`config.mk`:
```
export PLATFORM = sky130hd
export DESIGN_NAME = inv_mixcolumn
export DESIGN_NICKNAME = d
export VERILOG_FILES = /design/src/rtl/inv_mixcolumn.sv
export SDC_FILE = /design/constraint.sdc
export NUM_CORES = 1
export LEC_CHECK = 0
export CORE_ASPECT_RATIO = 0.6
export CORE_MARGIN = 4
export CORE_UTILIZATION = 45
export DETAILED_ROUTE_END_ITERATION = 12
export GPL_ROUTABILITY_DRIVEN = 0
export GPL_TIMING_DRIVEN = 0
export PLACE_DENSITY = 0.75
export RECOVER_POWER = 50
export SYNTH_ARGS = -nofsm -noshare
export SYNTH_HDL_FRONTEND = slang
export SYNTH_SLANG_ARGS = --single-unit
export TNS_END_PERCENT = 50
```
`constraint.sdc`:
```
create_clock -name clk -period 9.7 [get_ports clk]
set_input_delay 1.94 -clock clk [delete_from_list [all_inputs] [get_ports clk]]
set_output_delay 1.94 -clock clk [all_outputs]
set_load 0.02 [all_outputs]
```
`src/rtl/inv_mixcolumn.sv`:
```
// Iterative AES (Inv)MixColumns engine: one 32-bit column per clock,
// valid/ready handshakes on input and output.
// Optional macro INV_MIXCOL_FWD_EN adds an enc_mode port that selects the
// forward MixColumns matrix for the whole state; it is sampled at input accept.
//
// state  | meaning
// IDLE   | waiting for a state on the input handshake
// BUSY   | transforming column cnt_q in place, one column per clock
// DONE   | result held on data_out until out_ready

module inv_mixcolumn (
  input  logic         clk,
  input  logic         rst_n,
`ifdef INV_MIXCOL_FWD_EN
  input  logic         enc_mode,
`endif
  input  logic         in_valid,
  output logic         in_ready,
  input  logic [127:0] data_in,
  output logic         out_valid,
  input  logic         out_ready,
  output logic [127:0] data_out
);

  typedef enum logic [1:0] {S_IDLE, S_BUSY, S_DONE} state_e;

  state_e       state_q, state_d;
  logic [1:0]   cnt_q, cnt_d;
  logic [127:0] data_q, data_d;
  logic [31:0]  col_cur, col_new;
`ifdef INV_MIXCOL_FWD_EN
  logic         enc_q, enc_d;
`endif

  function automatic logic [7:0] xtime(input logic [7:0] x);
    return {x[6:0], 1'b0} ^ (8'h1b & {8{x[7]}});
  endfunction

  // Byte 0 of the column sits in the MSBs.
  function automatic logic [31:0] inv_col(input logic [31:0] c);
    logic [7:0] a [4];
    logic [7:0] m9 [4];
    logic [7:0] mb [4];
    logic [7:0] md [4];
    logic [7:0] me [4];
    logic [7:0] x2, x4, x8;
    for (int i = 0; i < 4; i++) begin
      a[i]  = c[31-8*i -: 8];
      x2    = xtime(a[i]);
      x4    = xtime(x2);
      x8    = xtime(x4);
      m9[i] = x8 ^ a[i];
      mb[i] = x8 ^ x2 ^ a[i];
      md[i] = x8 ^ x4 ^ a[i];
      me[i] = x8 ^ x4 ^ x2;
    end
    return {me[0] ^ mb[1] ^ md[2] ^ m9[3],
            m9[0] ^ me[1] ^ mb[2] ^ md[3],
            md[0] ^ m9[1] ^ me[2] ^ mb[3],
            mb[0] ^ md[1] ^ m9[2] ^ me[3]};
  endfunction

`ifdef INV_MIXCOL_FWD_EN
  function automatic logic [31:0] fwd_col(input logic [31:0] c);
    logic [7:0] a [4];
    logic [7:0] m2 [4];
    logic [7:0] m3 [4];
    for (int i = 0; i < 4; i++) begin
      a[i]  = c[31-8*i -: 8];
      m2[i] = xtime(a[i]);
      m3[i] = m2[i] ^ a[i];
    end
    return {m2[0] ^ m3[1] ^ a[2]  ^ a[3],
            a[0]  ^ m2[1] ^ m3[2] ^ a[3],
            a[0]  ^ a[1]  ^ m2[2] ^ m3[3],
            m3[0] ^ a[1]  ^ a[2]  ^ m2[3]};
  endfunction
`endif

  // Select the column addressed by the counter; a single transform instance.
  always_comb begin
    col_cur = data_q[127:96];
    case (cnt_q)
      2'd0: col_cur = data_q[127:96];
      2'd1: col_cur = data_q[95:64];
      2'd2: col_cur = data_q[63:32];
      2'd3: col_cur = data_q[31:0];
      default: col_cur = data_q[127:96];
    endcase
`ifdef INV_MIXCOL_FWD_EN
    col_new = enc_q ? fwd_col(col_cur) : inv_col(col_cur);
`else
    col_new = inv_col(col_cur);
`endif
  end

  // Next-state logic: accept, in-place column update, output hold.
  always_comb begin
    state_d = state_q;
    cnt_d   = cnt_q;
    data_d  = data_q;
`ifdef INV_MIXCOL_FWD_EN
    enc_d   = enc_q;
`endif
    case (state_q)
      S_IDLE: begin
        if (in_valid) begin
          data_d  = data_in;
          cnt_d   = 2'd0;
          state_d = S_BUSY;
`ifdef INV_MIXCOL_FWD_EN
          enc_d   = enc_mode;
`endif
        end
      end
      S_BUSY: begin
        case (cnt_q)
          2'd0: data_d[127:96] = col_new;
          2'd1: data_d[95:64]  = col_new;
          2'd2: data_d[63:32]  = col_new;
          2'd3: data_d[31:0]   = col_new;
          default: data_d = data_q;
        endcase
        cnt_d = cnt_q + 2'd1;
        if (cnt_q == 2'd3) state_d = S_DONE;
      end
      S_DONE: begin
        if (out_ready) state_d = S_IDLE;
      end
      default: state_d = S_IDLE;
    endcase
  end

  // State, counter and data registers.
  always_ff @(posedge clk or negedge rst_n) begin
    if (!rst_n) begin
      state_q <= S_IDLE;
      cnt_q   <= 2'd0;
      data_q  <= '0;
`ifdef INV_MIXCOL_FWD_EN
      enc_q   <= 1'b0;
`endif
    end else begin
      state_q <= state_d;
      cnt_q   <= cnt_d;
      data_q  <= data_d;
`ifdef INV_MIXCOL_FWD_EN
      enc_q   <= enc_d;
`endif
    end
  end

  assign in_ready  = (state_q == S_IDLE);
  assign out_valid = (state_q == S_DONE);
  assign data_out  = data_q;

endmodule

```
# Word-level counts from Yosys, hierarchy flattened
# Cells that the tools add are included.
# W data, S select, Z words.
# op_classes
magnitude_cmp,0
bitwise_logic,48
add_sub_neg,1
n_reduce_logical,9
eq_ne,11
n_mul,0
div_mod_pow,0
muxes,13
n_shift,0
# op_table
operator,n
$xor A8 B8 Y8,36
$pmux W128 S2,1
$mux W128,1
$mux W32,4
$pmux W32 S4,1
$xor A8 B5 Y8,12
$reduce_and A3 Y1,5
$mux W2,4
$ne A2 B1 Y1 const B,4
$eq A2 B2 Y1 const B,3
$pmux W2 S3,1
$eq A2 B1 Y1 const B,2
$logic_not A2 Y1,2
$ne A2 B2 Y1 const B,2
$pmux W2 S2,1
$add A2 B1 Y2 const B,1
$reduce_and A2 Y1,1
$reduce_bool A2 Y1,1
# word_totals
n_memories,0
output_inout_bits,130
romBits,0
ff_bits,132
latch_bits,0
ramBits,0
input_bits,132
wordCells,88

# Longest topological paths before layout
# depth
ltp_word,12
mapped_depth,15
depth_no_buf,10

# Worst setup path before layout
# OpenSTA, ideal clock, no wires.
# synth_timing
path_kind,register to register
start,register cnt_q[0]
end,"register data_q[124], in the netlist data_out[124]"
slack_ns,6.314
stages_incl_launch_ff,12
setup_ns,0.128
path_buffers,1
arrival_ns,3.257
period_less_slack_ns,3.386
required_ns,9.572
path_cell_list,dfrtp_1 > inv_1 > ha_1 > buf_2 > a222oi_1 > a21oi_1 > xor2_1 > xnor3_2 > xor2_1 > xnor3_1 > mux2i_2 > o21ai_1
# synth_between
elab_chain_len,12
elab_cells_between_ends,31
cone_classes,eq/ne (4); mux (3); bitwise (22); reduce/logical (2)
# synth_rtl
item,line,text
start: declaration,28,"logic [1:0] cnt_q, cnt_d;"
start signal: assignment,145,cnt_q <= cnt_d;
"$eq A2 B2 Y1, or another cell as far along",83,case (cnt_q)
$pmux W32 S4,83,
$xor A8 B5 Y8 (3 in series),36,"return {x[6:0], 1'b0} ^ (8'h1b & {8{x[7]}});"
$xor A8 B8 Y8 (on tied branches) (2 in series),"55, 53",
$xor A8 B8 Y8 (3 in series),57,"return {me[0] ^ mb[1] ^ md[2] ^ m9[3],"
$mux W32,117,case (cnt_q)
$pmux W128 S2,105,case (state_q)
end signal: assignment,146,data_q <= data_d;
end: declaration,29,"logic [127:0] data_q, data_d;"
# Parallel ways exist; a longest one is shown, timed or not. The select of a mux whose other input is x is not followed.
# A chain may end at the register's enable or synchronous reset.

# Worst setup path after layout
# layout_timing
start,register cnt_q[1]
end,"register data_q[100], in the netlist data_out[100]"
# layout_between
elab_chain_len,12
elab_cells_between_ends,31
cone_classes,eq/ne (4); mux (3); bitwise (22); reduce/logical (2)
# layout_rtl
item,line,text
"$eq A2 B2 Y1, or another cell as far along",83,
$pmux W32 S4,83,
$xor A8 B5 Y8 (3 in series),36,
$xor A8 B8 Y8 (on tied branches) (2 in series),"53, 54",
$xor A8 B8 Y8 (3 in series),60,mb[0] ^ md[1] ^ m9[2] ^ me[3]};
$mux W32,117,
$pmux W128 S2,105,
# Parallel ways exist; a longest one is shown, timed or not. The select of a mux whose other input is x is not followed.

==> flow_summary.toml <==
[run_status]
outcome = "finished, violations left"
failed_checks = "capacitance limit, slew limit"

[floorplanning]
row_count = 41
pin_count = 262
start_util = 0.463
die_h_um = 123
core-area_um2 = 21300
dieArea_um2 = 24400
die-width_um = 199

[clocking]
htree_num_levels = 4
postCtsSetupRepairBufs = 0
clk_pin_slew_worst_paths_ps = 60
cts_buffers = 17
cts-root-buf = "clkbuf_16"
cts_resized = 0
cts_hold_buffers = 0
cts_sinks = 132
cts_max_path_buffers = 2
insertion_delay_ps = 440
cts_tree = "done"

[hold_path]
holdCritStartpoint = "data_out[38]"
hold_class = "flip-flop to flip-flop"
hold_depth = 2
whs_endpoint = "data_out[38]"

[worst_setup_path]
start_kind = "flip-flop"
worstReg2RegStart = "cnt_q[1]"
cp_max_fo = 10
reg2reg_slack_ps = 4560
cp.arrival_ps = 5420
crit_type = "flip-flop to flip-flop"
cp-end-kind = "flip-flop"
worst_r2r_endpoint = "data_out[100]"
r2r_cells = 12
required_ps = 9980

[sta]
fmax_mhz = 195
min_period_ps = 5140
slew_violations = 53
min_period_over_period = 0.530
hold_violations = 0
tns_ps = 0
slew_headroom = -0.970
rsz0062_at_grt = "no"
setup_viol_count_final = 0
finalClockSkew_ps = 16.9
worst_pin_slew_ps = 2950

[grt]
grt_usage = 0.369
grt_pass1_vias = 10400
antenna_found_initial = 1
grt_max_degree = 84
grt_overflow = 0
grt_first_pass_wirelength_um = 66100

[detailed_routing]
viasPerCell = 6.32
drt_first_pass_iters = 9
wl_per_cell_um = 26.8
ant_nets = 0
drc = 0
vias = 10900
drt_first_iter_violations = 2122
postRouteWirelength_um = 46300

[logic_synthesis]
netlist_area_um2 = 9860
syn_area_per_cell_um2 = 8.56
synth_cells = 1152
synth-main-ff-cell = "dfrtp_1"
ys_ff_latch = 132
synth-warning-count = 0
synth_seq_area_share = 0.335
synth_edf_count = 0
async_flop_share = 1.00
ys_types = 59
synth_fp_nets = 1288

[placement]
io_buffer_count = 261
place_hpwl_um = 35600

[final_layout]
antennaDiodeCount = 0
final_cell_mix = "clkdlybuf4s50_1 (197), xnor2_1 (165), a21oi_1 (137), dfrtp_1 (132), nor2_1 (124)"
fillers = 1793
mostFrequentLayoutCell = "clkdlybuf4s50_1"
area_delta_synth_final_pct = 35.6
drive_gt1_frac = 0.0567
nNetsFinal = 1572

[flow_run]
cap_viol_max_count = 1
## final cells by class
class	instances	area, µm²	share of cell area
Inverter	9	33.8	0.00253
Buffer	101	465	0.0348
Tap cell	279	349	0.0261
Sequential cell	132	3300	0.247
Multi-Input combinational cell	910	6060	0.453
Timing Repair Buffer	265	2650	0.198
Clock inverter	12	86.3	0.00645
Clock buffer	17	425	0.0318
## worst max-delay path, stage by stage, from the launching register on
cell	delay, ps
dfrtp_1	400
inv_1	80
ha_1	340
buf_2	290
buf_4	240
a222oi_1	1170
xor2_1	150
a21oi_1	670
xnor2_1	260
xnor2_1	360
xnor2_1	160
xnor2_1	650
o22ai_1	190
## synthesized netlist by cell type, drive strengths merged, types with 3 or more instances
| library cell | n | area, µm² |
|---|---|---|
| xnor3 | 17 | 384 |
| or3 | 6 | 37.5 |
| o22ai | 12 | 75.1 |
| nor2 | 125 | 472 |
| xnor2 | 168 | 1490 |
| nand2b | 5 | 31.3 |
| o21ai | 116 | 599 |
| a21oi | 138 | 694 |
| nand4 | 4 | 25.0 |
| o31ai | 25 | 206 |
| dfrtp | 132 | 3300 |
| and3 | 17 | 106 |
| nor3b | 3 | 22.5 |
| buf | 37 | 206 |
| xor3 | 3 | 75.1 |
| inv | 9 | 33.8 |
| mux2i | 10 | 104 |
| a21o | 5 | 38.8 |
| clkbuf | 63 | 250 |
| nand2 | 113 | 424 |
| nand3 | 6 | 30.0 |
| a222oi | 31 | 310 |
| xor2 | 74 | 671 |
| a31oi | 7 | 43.8 |
| ha | 4 | 50.1 |
| a21boi | 5 | 37.5 |
## per-layer routing
layer,vias to the layer above,share of wire,global-route usage
met1,5178,0.38,0.508
met4,5,0.033,0.108
li1,4550,-,-
met3,152,0.18,0.193
met2,1012,0.40,0.501
met5,-,0.0020,0.0247
## stage by stage
step | instance area, µm² | hold slack, ps | util | setup slack, ps | cells
2_1_floorplan | 9860 | 514 | - | 6310 | 1152
3_3_place_gp | 12800 | 487 | 0.602 | 1400 | 1692
3_5_place_dp | 12900 | 494 | 0.604 | 5060 | 1695
4_1_cts | 13400 | 507 | 0.628 | 5000 | 1724
5_1_grt | 13400 | 531 | 0.628 | 4540 | 1725
6_report | 13400 | 498 | 0.628 | 4560 | 1725
## worst max-delay path by stage
| stage | startpoint | end | cells after the start |
|---|---|---|---|
| 6_report | cnt_q[1] | data_out[100] | 12 |
| 5_1_grt | cnt_q[0] | data_out[100] | 13 |
| 4_1_cts | cnt_q[0] | data_out[60] | 13 |
| 3_5_place_dp | cnt_q[0] | data_out[7] | 13 |
| 3_3_place_gp | rst_n | data_out[120] | 1 |
| 2_1_floorplan | cnt_q[0] | data_out[124] | 11 |
## cell families (layout without fill, tap and decap cells)
| logic type | after synthesis | count (layout) | synth area share |
|---|---|---|---|
| AO/OA/AOI/OAI | 348 | 348 | 0.212 |
| XOR/XNOR | 262 | 262 | 0.266 |
| adder cells (fa/ha/maj) | 4 | 4 | 0.00507 |
| buffers and inverters | 110 | 404 | 0.0506 |
| flip-flops | 132 | 132 | 0.335 |
| multiplexers | 11 | 11 | 0.0117 |
| AND/OR/NAND/NOR | 285 | 285 | 0.120 |
## registers in the layout, summed over array words and instances (netlist names)
name / flops
data_out: 128
cnt_q: 2
state_q: 2
Power is not shown: default switching activity piles up to over one toggle a cycle in this logic, so the estimate is an artifact.
